<file path="src/rtl/rf_pkg.sv">
// rtl/rf_pkg.sv - RF transceiver instruction/state types shared by the access arbiter
package rf_pkg;

    localparam int RF_ADDR_W = 10;
    localparam int RF_DATA_W = 8;

    typedef enum logic [1:0] {
        RF_SHORT_RD = 2'b00,
        RF_SHORT_WR = 2'b01,
        RF_LONG_RD  = 2'b10,
        RF_LONG_WR  = 2'b11
    } rf_inst_t;

    typedef enum logic [2:0] {
        IDLE,
        SETUP,
        STROBE,
        SETTLE,
        WAIT
    } rf_arb_state_t;

    function automatic logic rf_is_read(input rf_inst_t inst);
        return (inst == RF_SHORT_RD) || (inst == RF_LONG_RD);
    endfunction

endpackage

</file>
<file path="src/rtl/rf_rr_pick.sv">
// rtl/rf_rr_pick.sv - combinational round-robin picker: first set request at or after ptr, wrapping
module rf_rr_pick #(
    parameter int NREQ = 3,
    parameter int PW   = (NREQ > 1) ? $clog2(NREQ) : 1
) (
    input  logic [NREQ-1:0] req_i,
    input  logic [PW-1:0]   ptr_i,
    output logic [NREQ-1:0] gnt_o,
    output logic [PW-1:0]   idx_o,
    output logic            valid_o
);

    always_comb begin
        gnt_o   = '0;
        idx_o   = '0;
        valid_o = 1'b0;
        for (int k = 0; k < NREQ; k++) begin
            if (!valid_o && req_i[(int'(ptr_i) + k) % NREQ]) begin
                valid_o                             = 1'b1;
                gnt_o[(int'(ptr_i) + k) % NREQ]     = 1'b1;
                idx_o                               = PW'((int'(ptr_i) + k) % NREQ);
            end
        end
    end

endmodule

</file>
<file path="src/rtl/rf_access_arbiter.sv">
// rtl/rf_access_arbiter.sv - round-robin sharing of the RF transceiver handshake; RF_ARB_TIMEOUT_EN adds a ready watchdog
module rf_access_arbiter
    import rf_pkg::*;
#(
    parameter int NREQ        = 3,
    parameter int SETUP_CYC   = 2,
    parameter int SETTLE_CYC  = 3,
    parameter int TIMEOUT_CYC = 4096
) (
    input  logic                        clk,
    input  logic                        rst,
    input  logic [NREQ-1:0]             req_i,
    input  logic [2*NREQ-1:0]           req_inst_i,
    input  logic [RF_ADDR_W*NREQ-1:0]   req_addr_i,
    input  logic [RF_DATA_W*NREQ-1:0]   req_wdata_i,
    output logic [NREQ-1:0]             gnt_o,
    output logic [NREQ-1:0]             done_o,
    output logic [NREQ-1:0]             err_o,
    output logic [RF_DATA_W-1:0]        rdata_o,
    input  logic                        rf_ready_i,
    input  logic [RF_DATA_W-1:0]        rf_rdata_i,
    output logic [RF_ADDR_W-1:0]        rf_addr_o,
    output logic [RF_DATA_W-1:0]        rf_data_o,
    output logic [1:0]                  rf_inst_o,
    output logic                        rf_cs_o
);

    localparam int PW = (NREQ > 1) ? $clog2(NREQ) : 1;
    localparam int CW = 8;

    if (NREQ < 2 || NREQ > 8 || TIMEOUT_CYC < 1) begin : g_param_check
        $error("rf_access_arbiter: parameter out of range");
    end

    rf_arb_state_t          state_q;
    logic [CW-1:0]          cnt_q;
    logic [PW-1:0]          ptr_q, gidx_q, ptr_d;
    logic [NREQ-1:0]        gnt_q, done_q;
    logic [RF_DATA_W-1:0]   rdata_q, rf_data_q;
    logic [RF_ADDR_W-1:0]   rf_addr_q;
    rf_inst_t               rf_inst_q;
    logic                   rf_cs_q;

    logic [NREQ-1:0]        pick_gnt_d;
    logic [PW-1:0]          pick_idx_d;
    logic                   pick_vld_d;
    logic [RF_ADDR_W-1:0]   sel_addr_d;
    logic [RF_DATA_W-1:0]   sel_wdata_d;
    logic [1:0]             sel_inst_d;

    // The requester just served still holds req during its done cycle; that level is not a new request.
    rf_rr_pick #(.NREQ(NREQ), .PW(PW)) u_pick (
        .req_i   (req_i & ~done_q),
        .ptr_i   (ptr_q),
        .gnt_o   (pick_gnt_d),
        .idx_o   (pick_idx_d),
        .valid_o (pick_vld_d)
    );

    always_comb begin
        sel_addr_d  = '0;
        sel_wdata_d = '0;
        sel_inst_d  = '0;
        for (int i = 0; i < NREQ; i++) begin
            if (pick_gnt_d[i]) begin
                sel_addr_d  = req_addr_i[i*RF_ADDR_W +: RF_ADDR_W];
                sel_wdata_d = req_wdata_i[i*RF_DATA_W +: RF_DATA_W];
                sel_inst_d  = req_inst_i[2*i +: 2];
            end
        end
    end

    assign ptr_d = (gidx_q == PW'(NREQ - 1)) ? '0 : gidx_q + PW'(1);

`ifdef RF_ARB_TIMEOUT_EN
    localparam int WD_W = $clog2(TIMEOUT_CYC + 1);
    logic [WD_W-1:0] wd_q;
    logic [NREQ-1:0] err_q;
    assign err_o = err_q;
`else
    assign err_o = '0;
`endif

    always_ff @(posedge clk or posedge rst) begin
        if (rst) begin
            state_q   <= IDLE;
            cnt_q     <= '0;
            ptr_q     <= '0;
            gidx_q    <= '0;
            gnt_q     <= '0;
            done_q    <= '0;
            rdata_q   <= '0;
            rf_addr_q <= '0;
            rf_data_q <= '0;
            rf_inst_q <= RF_SHORT_RD;
            rf_cs_q   <= 1'b0;
`ifdef RF_ARB_TIMEOUT_EN
            wd_q      <= '0;
            err_q     <= '0;
`endif
        end else begin
            done_q  <= '0;
            rf_cs_q <= 1'b0;
`ifdef RF_ARB_TIMEOUT_EN
            err_q   <= '0;
`endif
            case (state_q)
                IDLE: begin
                    if (pick_vld_d) begin
                        gnt_q     <= pick_gnt_d;
                        gidx_q    <= pick_idx_d;
                        rf_addr_q <= sel_addr_d;
                        rf_data_q <= sel_wdata_d;
                        rf_inst_q <= rf_inst_t'(sel_inst_d);
                        cnt_q     <= '0;
                        state_q   <= SETUP;
                    end
                end
                SETUP: begin
                    if (cnt_q == CW'(SETUP_CYC - 1)) begin
                        cnt_q   <= '0;
                        rf_cs_q <= 1'b1;
                        state_q <= STROBE;
                    end else begin
                        cnt_q <= cnt_q + CW'(1);
                    end
                end
                STROBE: state_q <= SETTLE;
                SETTLE: begin
                    // RF drops ready some time after the strobe, so ready is not trusted yet.
                    if (cnt_q == CW'(SETTLE_CYC - 1)) begin
                        cnt_q   <= '0;
                        state_q <= WAIT;
`ifdef RF_ARB_TIMEOUT_EN
                        wd_q    <= '0;
`endif
                    end else begin
                        cnt_q <= cnt_q + CW'(1);
                    end
                end
                WAIT: begin
                    if (rf_ready_i) begin
                        if (rf_is_read(rf_inst_q)) rdata_q <= rf_rdata_i;
                        done_q  <= gnt_q;
                        gnt_q   <= '0;
                        ptr_q   <= ptr_d;
                        state_q <= IDLE;
                    end
`ifdef RF_ARB_TIMEOUT_EN
                    else if (wd_q == WD_W'(TIMEOUT_CYC - 1)) begin
                        rdata_q <= '0;
                        done_q  <= gnt_q;
                        err_q   <= gnt_q;
                        gnt_q   <= '0;
                        ptr_q   <= ptr_d;
                        state_q <= IDLE;
                    end else begin
                        wd_q <= wd_q + WD_W'(1);
                    end
`endif
                end
                default: state_q <= IDLE;
            endcase
        end
    end

    assign gnt_o     = gnt_q;
    assign done_o    = done_q;
    assign rdata_o   = rdata_q;
    assign rf_addr_o = rf_addr_q;
    assign rf_data_o = rf_data_q;
    assign rf_inst_o = rf_inst_q;
    assign rf_cs_o   = rf_cs_q;

endmodule

</file>
<file path="config.mk">
export PLATFORM = sky130hd
export DESIGN_NAME = rf_access_arbiter
export DESIGN_NICKNAME = d
export VERILOG_FILES = /design/src/rtl/rf_pkg.sv /design/src/rtl/rf_rr_pick.sv /design/src/rtl/rf_access_arbiter.sv
export SDC_FILE = /design/constraint.sdc
export NUM_CORES = 1
export LEC_CHECK = 0
export ABC_AREA = 1
export CORE_AREA = 2 2 114 61
export DETAILED_ROUTE_END_ITERATION = 8
export DIE_AREA = 0 0 116 63
export PLACE_DENSITY = 0.86
export SETUP_SLACK_MARGIN = 0.05
export SLEW_MARGIN = 20
export SYNTH_ARGS = -nofsm -noshare
export SYNTH_HDL_FRONTEND = slang
export SYNTH_SLANG_ARGS = --single-unit
</file>
<file path="constraint.sdc">
create_clock -name clk -period 3 [get_ports clk]
set_input_delay 0.45 -clock clk [delete_from_list [all_inputs] [get_ports clk]]
set_output_delay 0.45 -clock clk [all_outputs]
set_load 0.005 [all_outputs]
</file>
==> impl_summary.log <==
[metrics] result of the run: finished, final reports clean
[metrics] area fraction in and, or, nand and nor cells after synthesis: 23.2%
[metrics] count of cells along the worst hold path: 1
[metrics] # resized after CTS: 0
[metrics] die boundary height: 63 um
[metrics] number of enable-type register cells in the synthesized netlist: 0
[metrics] critical path data arrival time: 2680 ps
[metrics] syn_area_per_cell: 7.32 um^2
[metrics] die area: 7310 um^2
[metrics] CP Depth: 12
[metrics] number of distinct library cells after synthesis: 26
[metrics] wire length per cell: 14.6 um
[metrics] Critical Path Max Stage Delay: 430 ps
[metrics] critical-path cell with the highest stage delay: ha_1
[metrics] count of H-tree levels built during CTS: 2
[metrics] switching power total: 2.27 mW
[metrics] unrepaired setup endpoints after global routing: false
[metrics] async set-reset flop share out of synthesis: 100%
[metrics] area share of xor/xnor cells in the synthesized design: 0.301%
[metrics] peak ir drop on the vdd network: 0.517 mV
[metrics] required time reported for the critical path endpoint: 3210 ps
[metrics] adder-cell share of the synthesized area: 3.01%
[metrics] Critical Path Fanout Max: 26
[metrics] number of setup buffers added after CTS: 0
[metrics] clk root buf: clkbuf_16
[metrics] post-synth top area share: 43.0%
[metrics] cell internal power dissipation: 2.66 mW
[metrics] dominant cell by count in the synthesized netlist: nand2_1
[metrics] proportion of power drawn by the clock network: 13.1%
[metrics] power density relative to cell area: 1160 nW/um^2
[metrics] number of CTS-inserted buffers: 5
[metrics] post-synthesis mux area share: 3.09%
[metrics] drc violations: 0
[metrics] nature of the critical path endpoint: flop
[metrics] detailed-route wire length: 8770 um
[metrics] sequential share of power: 23.7%
[metrics] vias in the first global route: 2,947
[metrics] hold crit path type: flop to flop
[metrics] total standard cell area after synthesis: 2910 um^2
[metrics] Starting Density: 45.8%
[metrics] post-DP HPWL: 6500 um
[metrics] leakage power: 2.03 nW
[metrics] final hold slack: 502 ps
[metrics] Antenna Nets Post-Route: 0
[metrics] pin count of the biggest net entering global routing: 30
[metrics] cell types occupying the most area after synthesis: dfrtp_1 (43%), nand2_1 (12%), a21oi_1 (11%)
[metrics] layout net count: 587
[metrics] CTS tree: yes
[metrics] row count: 21
[metrics] input/output buffers: 108
[metrics] count of state elements after synthesis: 50
[metrics] family of cells with the greatest summed delay on the critical path: simple AND/OR/NAND/NOR gates
[metrics] FF-to-FF path depth: 12
[metrics] clock edge transition at the registers on the reported setup and hold paths: 60 ps
[metrics] largest family of logic cells by synthesized area: simple AND/OR/NAND/NOR gates
[metrics] Maximum Capacitance Violations: 0
[metrics] synth-to-layout area growth: 45.8%
[metrics] gpl congestion: 0.903
[metrics] Skew-Pair Late Insertion Delay: 290 ps
[metrics] Iter 0 DRT Violations: 277
[metrics] CP Cell Sequence: inv_1, ha_1, inv_1, nand2_1, nand2_1, nand2_1, nand2_1, nand4_1, nand2_2, inv_2, nor2_1, a41oi_1
[metrics] Hold Fails Final Rpt: 0
[metrics] sum of negative setup slack: 0 ps
[metrics] fraction of power spent switching nets: 46.0%
[metrics] total vias in the final route: 3,118
[metrics] Antenna Cells: 0
[metrics] global-route usage over all layers: 23.8%
[metrics] Top FF cell, synth: dfrtp_1
[metrics] hold buffers post-CTS: 0
[metrics] die outline width: 116 um
[metrics] Post-synth top cells: nand2_1 (95), a21oi_1 (63), inv_1 (57)
[metrics] share of the yosys chip area belonging to registers: 43.0%
[metrics] setup-violating endpoint count in the final report: 0
[metrics] I/O pins: 112
[metrics] number of clock sinks: 50
[metrics] clock period minus worst slack: 2480 ps
[metrics] number of buffers on the longest clock path: 2
[metrics] path type of the worst setup path: flop to flop
[metrics] Relative slew margins: 58.1%
[metrics] cell type contributing the most total cell area after synthesis: dfrtp_1
[metrics] number of fill cells: 516
[metrics] router iterations before antenna repair: 5
[metrics] number of instances in the synthesized netlist: 398
[metrics] antenna violations before repair: 0
[metrics] first-pass GRT wire length: 13,900 um
[metrics] share of the clock period used by the worst path after layout: 82.5%
[metrics] combinational fraction of design power: 63.2%
[metrics] pins over their slew limit: 0
[metrics] vias per std cell: 5.21
[metrics] GR Overflow Total: 0
[metrics] CP startpoint kind: flop
[metrics] transition at the pin with the smallest max-transition slack: 628 ps
[metrics] post-route clock skew: 5.94 ps
[metrics] buffering stage count on the worst path with inverters included: 3
[metrics] compound-cell area share of the yosys netlist: 16.0%
[metrics] upper clock frequency limit: 404 MHz
[metrics] share of cells above drive strength 1: 6.31%
[metrics] crit-path most repeated cell: nand2_1
[metrics] area of the core: 6360 um^2
[metrics] number of warnings reported in the yosys synthesis log: 0
## cell usage in the layout, fill, tap and decap left out, types with 2 or more instances in the layout
cell type,instances
clkdlybuf4s50_1,108
nand2_1,95
a21oi_1,63
inv_1,56
dfrtp_1,50
nor2_1,36
nand3_1,24
o21ai_0,14
buf_4,9
mux2_2,8
ha_1,7
clkbuf_16,5
nand4_1,4
inv_2,4
nand2_2,3
o22ai_1,3
conb_1,3
o211ai_1,2
a41oi_1,2
o21a_1,2
## worst reg2reg max path: cells and delay by family (launching register included)
family	cells	cell delay [ps]
simple gates	7	780
buf+inv	3	610
fa+ha+maj	1	430
flops	1	390
compound gates	1	170
## power groups by stage
stage	logic [mW]	clock network [mW]	registers, mW
2_1_floorplan	1.98	0	1.15
3_3_place_gp	2.93	0	1.16
3_5_place_dp	3.05	0	1.17
4_1_cts	3.07	0.650	1.16
5_1_grt	3.46	0.681	1.20
6_report	3.11	0.646	1.16
## final cells by class
| cell class | instances | area (um^2) | share of cell area [%] |
|---|---|---|---|
| clock buffers | 6 | 129 | 3.04 |
| multi-input cells | 272 | 1340 | 31.5 |
| flip-flops and latches | 50 | 1250 | 29.5 |
| repair buffers | 117 | 1150 | 27.1 |
| inverters | 60 | 225 | 5.31 |
| clock inverters | 2 | 37.5 | 0.884 |
| well taps | 92 | 115 | 2.71 |
## final timing paths
check                                       from  slack [ps]                  endpoint
setup / recovery            ptr_q[0]$_DFFE_PP0P_         520     gidx_q[0]$_DFFE_PP0P_
min in group asynchronous                    rst         550    rdata_o[4]$_DFFE_PP0P_
setup reg to reg            ptr_q[0]$_DFFE_PP0P_         520     gidx_q[0]$_DFFE_PP0P_
hold / removal             gidx_q[1]$_DFFE_PP0P_         500      ptr_q[0]$_DFFE_PP0P_
hold reg to reg            gidx_q[1]$_DFFE_PP0P_         500      ptr_q[0]$_DFFE_PP0P_
max in group asynchronous                    rst        1820  rf_data_o[5]$_DFFE_PP0P_
## cells by family after synthesis
logic type | count (synthesis)
fa+ha+maj | 7
mux | 8
compound gates | 88
other cells | 1
flops | 50
xor+xnor | 1
buf+inv | 78
simple gates | 165
## routing by layer
metal,track usage [%],wire [um],vias up
met3,7.08,952,13
met5,0,0,-
met2,37.3,3910,170
met1,32.9,3850,1453
met4,4.46,63,0
li1,-,-,1482
## sequential cells by signal, indices dropped and copies added, names as in the netlist
name / cells
state_q: 3
gidx_q: 2
rf_data_o: 8
ptr_q: 2
gnt_o: 3
cnt_q: 8
rdata_o: 8
done_o: 3
rf_inst_o: 2
rf_cs_o: 1
rf_addr_o: 10
## metrics by stage
step / total power, mW / instance area (um^2) / std cells / util (%) / setup WS [ps]
6_report: 4.92 / 4250 / 599 / 66.8 / 524
5_1_grt: 5.34 / 4250 / 599 / 66.8 / 324
4_1_cts: 4.89 / 4250 / 599 / 66.8 / 562
3_5_place_dp: 4.21 / 4080 / 591 / 64.1 / 490
3_3_place_gp: 4.09 / 4080 / 591 / 64.1 / 602
2_1_floorplan: 3.13 / 2920 / 400 / - / 1110
No activity file was read; power rests on OpenSTA's default activity.
